### src/rtl/mole_scheduler_if.sv
// rtl/mole_scheduler_if.sv - control, button and result signals of the mole scheduler
interface mole_scheduler_if #(
    parameter int NUM_MOLES = 4
);
    logic                 start;
    logic                 stop;
    logic [1:0]           level;
    logic                 tick_ms;
    logic [10:0]          random_value;
    logic [NUM_MOLES-1:0] hit_buttons;
    logic [NUM_MOLES-1:0] mole_onehot;
    logic                 hit_pulse;
    logic                 miss_pulse;
    logic                 done;
    logic                 busy;
    logic [7:0]           round_count;
    logic [7:0]           hit_count;

    modport master (
        output start, stop, level, tick_ms, random_value, hit_buttons,
        input  mole_onehot, hit_pulse, miss_pulse, done, busy, round_count, hit_count
    );

    modport slave (
        input  start, stop, level, tick_ms, random_value, hit_buttons,
        output mole_onehot, hit_pulse, miss_pulse, done, busy, round_count, hit_count
    );
endinterface

### src/rtl/mole_scheduler.sv
// rtl/mole_scheduler.sv - whack-a-mole round sequencer: random delay, mole up-window, hit/miss scoring
module mole_scheduler #(
    parameter int NUM_MOLES  = 4,
    parameter int BASE_UP_MS = 1000,
    parameter int ROUNDS     = 10
) (
    input  logic             clk,
    input  logic             reset_n,
    mole_scheduler_if.slave  bus
);
    localparam int LOG_N = $clog2(NUM_MOLES);

    localparam logic [1:0] S_IDLE   = 2'd0;
    localparam logic [1:0] S_DELAY  = 2'd1;
    localparam logic [1:0] S_UP     = 2'd2;
    localparam logic [1:0] S_RESULT = 2'd3;

    logic [1:0]       state;
    logic [10:0]      delay_cnt;
    logic [15:0]      up_cnt;
    logic [1:0]       lvl_q;
    logic [LOG_N-1:0] prev_pos;

    logic [LOG_N-1:0]     raw_pos;
    logic [LOG_N-1:0]     pos;
    logic [NUM_MOLES-1:0] pos_onehot;
    logic [15:0]          window;
    logic                 hit;
    logic                 expire;

    // Never raise the same mole twice in a row; power-of-two width makes +1 wrap.
    always_comb begin
        raw_pos    = bus.random_value[LOG_N-1:0];
        pos        = (raw_pos == prev_pos) ? raw_pos + LOG_N'(1) : raw_pos;
        pos_onehot = NUM_MOLES'(1) << pos;
        window     = 16'(BASE_UP_MS) >> lvl_q;
        hit        = |(bus.hit_buttons & bus.mole_onehot);
        expire     = bus.tick_ms && (up_cnt == 16'd1);
    end

    always_ff @(posedge clk or negedge reset_n) begin
        if (!reset_n) begin
            state           <= S_IDLE;
            delay_cnt       <= '0;
            up_cnt          <= '0;
            lvl_q           <= '0;
            prev_pos        <= '0;
            bus.mole_onehot <= '0;
            bus.hit_pulse   <= 1'b0;
            bus.miss_pulse  <= 1'b0;
            bus.done        <= 1'b0;
            bus.busy        <= 1'b0;
            bus.round_count <= '0;
            bus.hit_count   <= '0;
        end else begin
            bus.hit_pulse  <= 1'b0;
            bus.miss_pulse <= 1'b0;
            bus.done       <= 1'b0;
            // Abort beats any hit or expiry; scores are left for the host to read.
            if (state != S_IDLE && bus.stop) begin
                state           <= S_IDLE;
                bus.busy        <= 1'b0;
                bus.mole_onehot <= '0;
            end else begin
                case (state)
                    S_IDLE: begin
                        if (bus.start) begin
                            state           <= S_DELAY;
                            bus.busy        <= 1'b1;
                            bus.round_count <= '0;
                            bus.hit_count   <= '0;
                            delay_cnt       <= bus.random_value;
                            lvl_q           <= bus.level;
                        end
                    end
                    S_DELAY: begin
                        if (delay_cnt == '0) begin
                            state           <= S_UP;
                            bus.mole_onehot <= pos_onehot;
                            prev_pos        <= pos;
                            up_cnt          <= window;
                        end else if (bus.tick_ms) begin
                            delay_cnt <= delay_cnt - 11'd1;
                        end
                    end
                    S_UP: begin
                        if (hit) begin
                            state           <= S_RESULT;
                            bus.mole_onehot <= '0;
                            bus.hit_pulse   <= 1'b1;
                            bus.round_count <= bus.round_count + 8'd1;
                            bus.hit_count   <= bus.hit_count + 8'd1;
                        end else if (expire) begin
                            state           <= S_RESULT;
                            bus.mole_onehot <= '0;
                            bus.miss_pulse  <= 1'b1;
                            bus.round_count <= bus.round_count + 8'd1;
                        end else if (bus.tick_ms) begin
                            up_cnt <= up_cnt - 16'd1;
                        end
                    end
                    default: begin
                        if (bus.round_count == 8'(ROUNDS)) begin
                            state    <= S_IDLE;
                            bus.busy <= 1'b0;
                            bus.done <= 1'b1;
                        end else begin
                            state     <= S_DELAY;
                            delay_cnt <= bus.random_value;
                            lvl_q     <= bus.level;
                        end
                    end
                endcase
            end
        end
    end
endmodule
### src/flat_wrapper.sv
// flat-port wrapper written by rule: the top's interface ports become plain ports
module mole_scheduler_flat 
#(
    parameter int NUM_MOLES  = 4,
    parameter int BASE_UP_MS = 1000,
    parameter int ROUNDS     = 10
)
  (clk, reset_n, bus_start, bus_stop, bus_level, bus_tick_ms, bus_random_value, bus_hit_buttons, bus_mole_onehot, bus_hit_pulse, bus_miss_pulse, bus_done, bus_busy, bus_round_count, bus_hit_count);
  mole_scheduler_if #(.NUM_MOLES(NUM_MOLES)) bus_i ();
  input  logic clk;
  input  logic reset_n;
  input wire logic [$bits(bus_i.start)-1:0] bus_start;
  input wire logic [$bits(bus_i.stop)-1:0] bus_stop;
  input wire logic [$bits(bus_i.level)-1:0] bus_level;
  input wire logic [$bits(bus_i.tick_ms)-1:0] bus_tick_ms;
  input wire logic [$bits(bus_i.random_value)-1:0] bus_random_value;
  input wire logic [$bits(bus_i.hit_buttons)-1:0] bus_hit_buttons;
  output wire logic [$bits(bus_i.mole_onehot)-1:0] bus_mole_onehot;
  output wire logic [$bits(bus_i.hit_pulse)-1:0] bus_hit_pulse;
  output wire logic [$bits(bus_i.miss_pulse)-1:0] bus_miss_pulse;
  output wire logic [$bits(bus_i.done)-1:0] bus_done;
  output wire logic [$bits(bus_i.busy)-1:0] bus_busy;
  output wire logic [$bits(bus_i.round_count)-1:0] bus_round_count;
  output wire logic [$bits(bus_i.hit_count)-1:0] bus_hit_count;
  assign bus_i.start = bus_start;
  assign bus_i.stop = bus_stop;
  assign bus_i.level = bus_level;
  assign bus_i.tick_ms = bus_tick_ms;
  assign bus_i.random_value = bus_random_value;
  assign bus_i.hit_buttons = bus_hit_buttons;
  assign bus_mole_onehot = bus_i.mole_onehot;
  assign bus_hit_pulse = bus_i.hit_pulse;
  assign bus_miss_pulse = bus_i.miss_pulse;
  assign bus_done = bus_i.done;
  assign bus_busy = bus_i.busy;
  assign bus_round_count = bus_i.round_count;
  assign bus_hit_count = bus_i.hit_count;
  mole_scheduler #(.NUM_MOLES(NUM_MOLES), .BASE_UP_MS(BASE_UP_MS), .ROUNDS(ROUNDS)) u_core (.clk(clk), .reset_n(reset_n), .bus(bus_i));
endmodule
### config.mk
export PLATFORM = sky130hd
export DESIGN_NAME = mole_scheduler_flat
export DESIGN_NICKNAME = d
export VERILOG_FILES = /design/src/rtl/mole_scheduler_if.sv /design/src/rtl/mole_scheduler.sv /design/src/flat_wrapper.sv
export SDC_FILE = /design/constraint.sdc
export NUM_CORES = 1
export LEC_CHECK = 0
export CAP_MARGIN = 20
export CELL_PAD_IN_SITES_DETAIL_PLACEMENT = 0
export CELL_PAD_IN_SITES_GLOBAL_PLACEMENT = 1
export CORE_UTILIZATION = 38
export CTS_CLUSTER_DIAMETER = 40
export DETAILED_ROUTE_END_ITERATION = 16
export PLACE_DENSITY_LB_ADDON = 0.25
export SLEW_MARGIN = 0
export SYNTH_ARGS = -nofsm -noshare
export SYNTH_HDL_FRONTEND = slang
export SYNTH_SLANG_ARGS = --single-unit
export TNS_END_PERCENT = 100
### constraint.sdc
create_clock -name clk -period 2.2 [get_ports clk]
set_input_delay 0.22 -clock clk [delete_from_list [all_inputs] [get_ports clk]]
set_output_delay 0.22 -clock clk [all_outputs]
set_load 0.005 [all_outputs]
Yosys cells after proc, flatten, opt, wreduce, memory -nomap -nowiden
Cells that the tools add are included. Widths: inputs -> output; s select.

Logic and storage cells: 110. Output and inout bits: 24. Register bits after elaboration: 57.

Equal/unequal tests: 20. Bitwise operators: 4. Muxes and demuxes: 46. Reductions and logical operators: 21. Shifts and indexed selects: 2. Add/subtract/negate cells: 5.

Operator list (count): $mux 16 (4); $mux 11 (4); $pmux 11 s3 (1); $mux 8 (4); $pmux 16 s2 (1); $pmux 8 s2 (2); $add 8x1->8 const B (2); $eq 16x1->1 const B (1); $mux 2 (8); $mux 4 (4); $shr 10x2->16 const A (1); $sub 16x1->16 const B (1); $mux 1 (14); $ne 2x2->1 const B (7); $reduce_and 3->1 (4); $reduce_and 4->1 (3); $reduce_and 6->1 (2); $logic_not 11->1 (1); $sub 11x1->11 const B (1); $eq 8x4->1 const B (1); $pmux 4 s2 (1); $ne 2x1->1 const B (3); $ne 3x1->1 const B (2); $pmux 2 s3 (1); other kinds (19) (25).

Depth between registers and ports, before layout
Word-level depth: 6. Gate-level depth with buffers: 9.

Least setup slack after synthesis
OpenSTA, ideal clock, no wires.

Path kind: flip-flop to flip-flop. Start point: register u_core.state[0]. End point: register u_core.up_cnt[7]. Period minus slack after synthesis: 2.217 ns. Path slack: -0.017 ns. Arrival: 2.087 ns. Buffers on the path: 2. Cell stages (with the launch flop): 10. Setup time: 0.130 ns. Path through: dfrtp_1 > inv_1 > ha_1 > buf_2 > nand2b_1 > nand2_1 > or4_4 > buf_6 > o311ai_4 > o21ai_2.

Longest elaborated chain between the ends: 4. Elaborated cells on any way between the ends: 12. Those cells by class: eq/ne: 6; mux: 1; bitwise: 1; reduce/logical: 4.

RTL lines: from (decl) (RTL line mole_scheduler.sv:18) `logic [1:0] state;`; from (signal assigned) (RTL line mole_scheduler.sv:43) `state <= S_IDLE;`; from (signal assigned) (RTL line mole_scheduler.sv:61) `state <= S_IDLE;`; from (signal assigned) (RTL line mole_scheduler.sv:68) `state <= S_DELAY;`; branches (longest 4 deep; another with $reduce_and 6->1); to (signal assigned) (RTL line mole_scheduler.sv:81) `up_cnt <= window;`; to (signal assigned) (RTL line mole_scheduler.sv:99) `up_cnt <= up_cnt - 16'd1;`; to (decl) (RTL line mole_scheduler.sv:20) `logic [15:0] up_cnt;`.

Parallel ways; which one is timed is not known. A chain may end at the register's enable or synchronous reset.

Worst setup path after layout
Start point: register u_core.delay_cnt[0]. End point: register u_core.up_cnt[7].

Longest elaborated chain between the ends: 3.

RTL lines: from (decl) (RTL line mole_scheduler.sv:19) `logic [10:0] delay_cnt;`; from (signal assigned) (RTL line mole_scheduler.sv:72) `delay_cnt <= bus.random_value;`; from (signal assigned) (RTL line mole_scheduler.sv:83) `delay_cnt <= delay_cnt - 11'd1;`; from (signal assigned) (RTL line mole_scheduler.sv:109) `delay_cnt <= bus.random_value;`; $logic_not 11->1 (RTL line mole_scheduler.sv:77) `if (delay_cnt == '0) begin`; $ne 2x1->1 (no source line); $reduce_and 6->1 (no source line).

No other way between the ends.

==> flow_summary.ini <==
[final_layout]
areaGrowthSynthToFinish_pct = 31.4
final_cell_count_no_fill = 593
drive_above_1_share = 0.200
nNetsFinal = 513
diodes = 0
most-common-layout-cells = dfrtp_1 (56), clkdlybuf4s50_1 (44), buf_4 (43)
fin_area_um2 = 4690
final_common_cell = dfrtp_1

[timing]
period_needed_ns = 2.12
fin_crit_sh = 0.966
fmax_mhz = 471
slew_headroom = 0.706
tightest_slew_ns = 0.434
clock-skew-final_ns = 0.00661
tns_ns = 0
setup_violations = 0
report.final.slew_viol_count = 0
rsz0062_at_grt = true
worst_slack_ns = 0.0758
finalHoldViolations = 0

[detailed_routing]
drtIter0Drc = 132
ant_nets = 0
wire_per_inst_um = 15.9
drt_wl_total_um = 9400
drc = 0
firstDrtPassIters = 4
viasPerCell = 5.63
vias = 3339

[placed_design]
place.gp.congestion = 0.808
dp_cells = 572
dp.final_hpwl_um = 6620
io_buffer_count = 45
pre_cts_ws_ns = -0.130
placed_area_um2 = 4390

[grt]
gr-total-overflow = 0
grt_usage = 0.201
grt_pass1_vias = 3221
antenna_found_initial = 0
grt_pass1_wl_um = 15500
grt_max_degree = 58

[status]
status = finished clean

[clock_tree]
clock_sinks = 57
cts.htree.levels = 3
cts_buffer_depth = 2
cts_buffers = 9
root_buffer = clkbuf_8
cts_tree = done
clk_latency_ns = 0.33
clkTransAtPathRegs_ns = 0.07

[worst_setup_path]
r2r-start = u_core.delay_cnt[0]
criticalPathCategory = flop to flop
cp-start-kind = flop
arrival_ns = 2.34
crit_path_end_kind = flop
worst_ep_required_time_ns = 2.42
crit_path_start = u_core.delay_cnt[0]
crit_fanout = 11

[yosys]
synth_cell_type_count = 63
synth-edff-count = 0
yosys_register_bits = 57
synth_flop_cell = dfrtp_1
synth.net_count = 427
seq_area_frac_synth = 0.400
async_reset_ff_frac = 1.00
syn_area_um2 = 3570
yosys_warnings = 0
syn_inst = 394
synth_area_per_cell_um2 = 9.05

[floorplan]
die_w_um = 98.9
die_area_um2 = 9780
initial_core_util = 0.401
dieHeight_um = 98.9
num_rows = 34
core_um2 = 8890
io_pins = 46

[pwr]
leakagePower_nw = 2.08
peakVddDrop_mv = 0.445
powerDensity_nw_per_um2 = 1110

[worst_hold_path]
hold_class = primary input to async pin

[run]
drv_cap = 0
-- sequential cells by signal (all words and copies together), names as in the netlist, 2 cells and up --
| register | count |
|---|---|
| u_core.up_cnt | 16 |
| u_core.delay_cnt | 11 |
| u_core.bus.hit_count | 8 |
| u_core.bus.round_count | 8 |
| u_core.bus.mole_onehot | 4 |
| u_core.lvl_q | 2 |
| u_core.prev_pos | 2 |
| u_core.state | 2 |
-- cell families after synthesis --
logic type      count (synthesis)  synth area share
simple gates                  159             0.253
compound gates                108             0.209
flops                          57             0.400
buf+inv                        40            0.0477
fa+ha+maj                      11            0.0386
mux                            10            0.0295
xor+xnor                        9            0.0221
-- cells in the mapped netlist, drive strengths merged (4+ instances only) --
cell,instances,area (um2)
or4,7,56.3
o31ai,6,45.0
a21o,4,30.0
a31oi,7,43.8
a211o,4,35.0
inv,24,90.1
dfrtp,57,1430
xor2,8,70.1
nand4,12,75.1
or3,5,32.5
nand3,12,60.1
and3,13,81.3
mux2i,6,60.1
buf,7,46.3
o211ai,5,51.3
mux2,4,45.0
nor3,12,65.1
a21oi,24,120
o21ai,28,144
clkbuf,9,33.8
nor2,37,139
nor4,9,114
nand2,30,113
ha,11,138
-- layer usage --
layer,vias up,track usage,share of wire
met4,0,0.0769,0.019
met1,1622,0.276,0.48
met3,15,0.0277,0.032
met2,66,0.320,0.47
li1,1636,-,-
met5,-,0,0
-- power breakdown --
part	total [mW]	internal [mW]	leakage [nW]	switching (mW)
clock network	0.949	0.529	0.102	0.420
logic	2.57	1.19	1.24	1.38
registers	1.68	1.34	0.737	0.341
total	5.20	3.06	2.08	2.14
-- area by class of cell --
class	instances	area, um2
multi-input combinational	297	2030
inverter	24	90.1
clock inverter	2	10.0
fill	833	4210
sequential	57	1430
timing repair buffer	91	810
clock buffer	14	183
tap	108	135
-- repair_timing --
item,in CTS,in global routing
buffers inserted,0,4
gates resized for setup,1,15
endpoints found under the setup margin,1,13
endpoints found under the hold margin,57,0
pin swaps,0,6
hold buffers,1,0
-- worst paths after layout --
kind	endpoint	slack [ns]	cells after the start
worst max register to register	u_core.up_cnt[7]	0.08	7
min in group clk	u_core.lvl_q[1]	0.50	2
worst max-delay path	u_core.up_cnt[7]	0.08	7
worst min-delay path	u_core.bus.round_count[7]	0.40	3
max in group asynchronous	u_core.up_cnt[15]	1.50	3
worst min register to register	u_core.bus.hit_count[7]	0.54	2
-- per-stage QoR --
step / hold slack (ns) / total power [mW] / utilization
after floorplan: -0.0756 / 3.19 / -
after global placement: 0.250 / 4.07 / 0.494
after detailed placement: 0.251 / 4.14 / 0.494
after CTS: 0.432 / 5.13 / 0.517
after global routing: 0.476 / 5.59 / 0.527
final: 0.403 / 5.20 / 0.527
-- critical path: stages (launching register included) --
cell and delay, ns:
dfrtp_1 0.38, inv_1 0.09, ha_1 0.16, nor2b_1 0.18
a31oi_1 0.16, or4_4 0.66, o311ai_4 0.30, o21ai_2 0.08
Note: power is estimated with default switching activity, not from simulation.
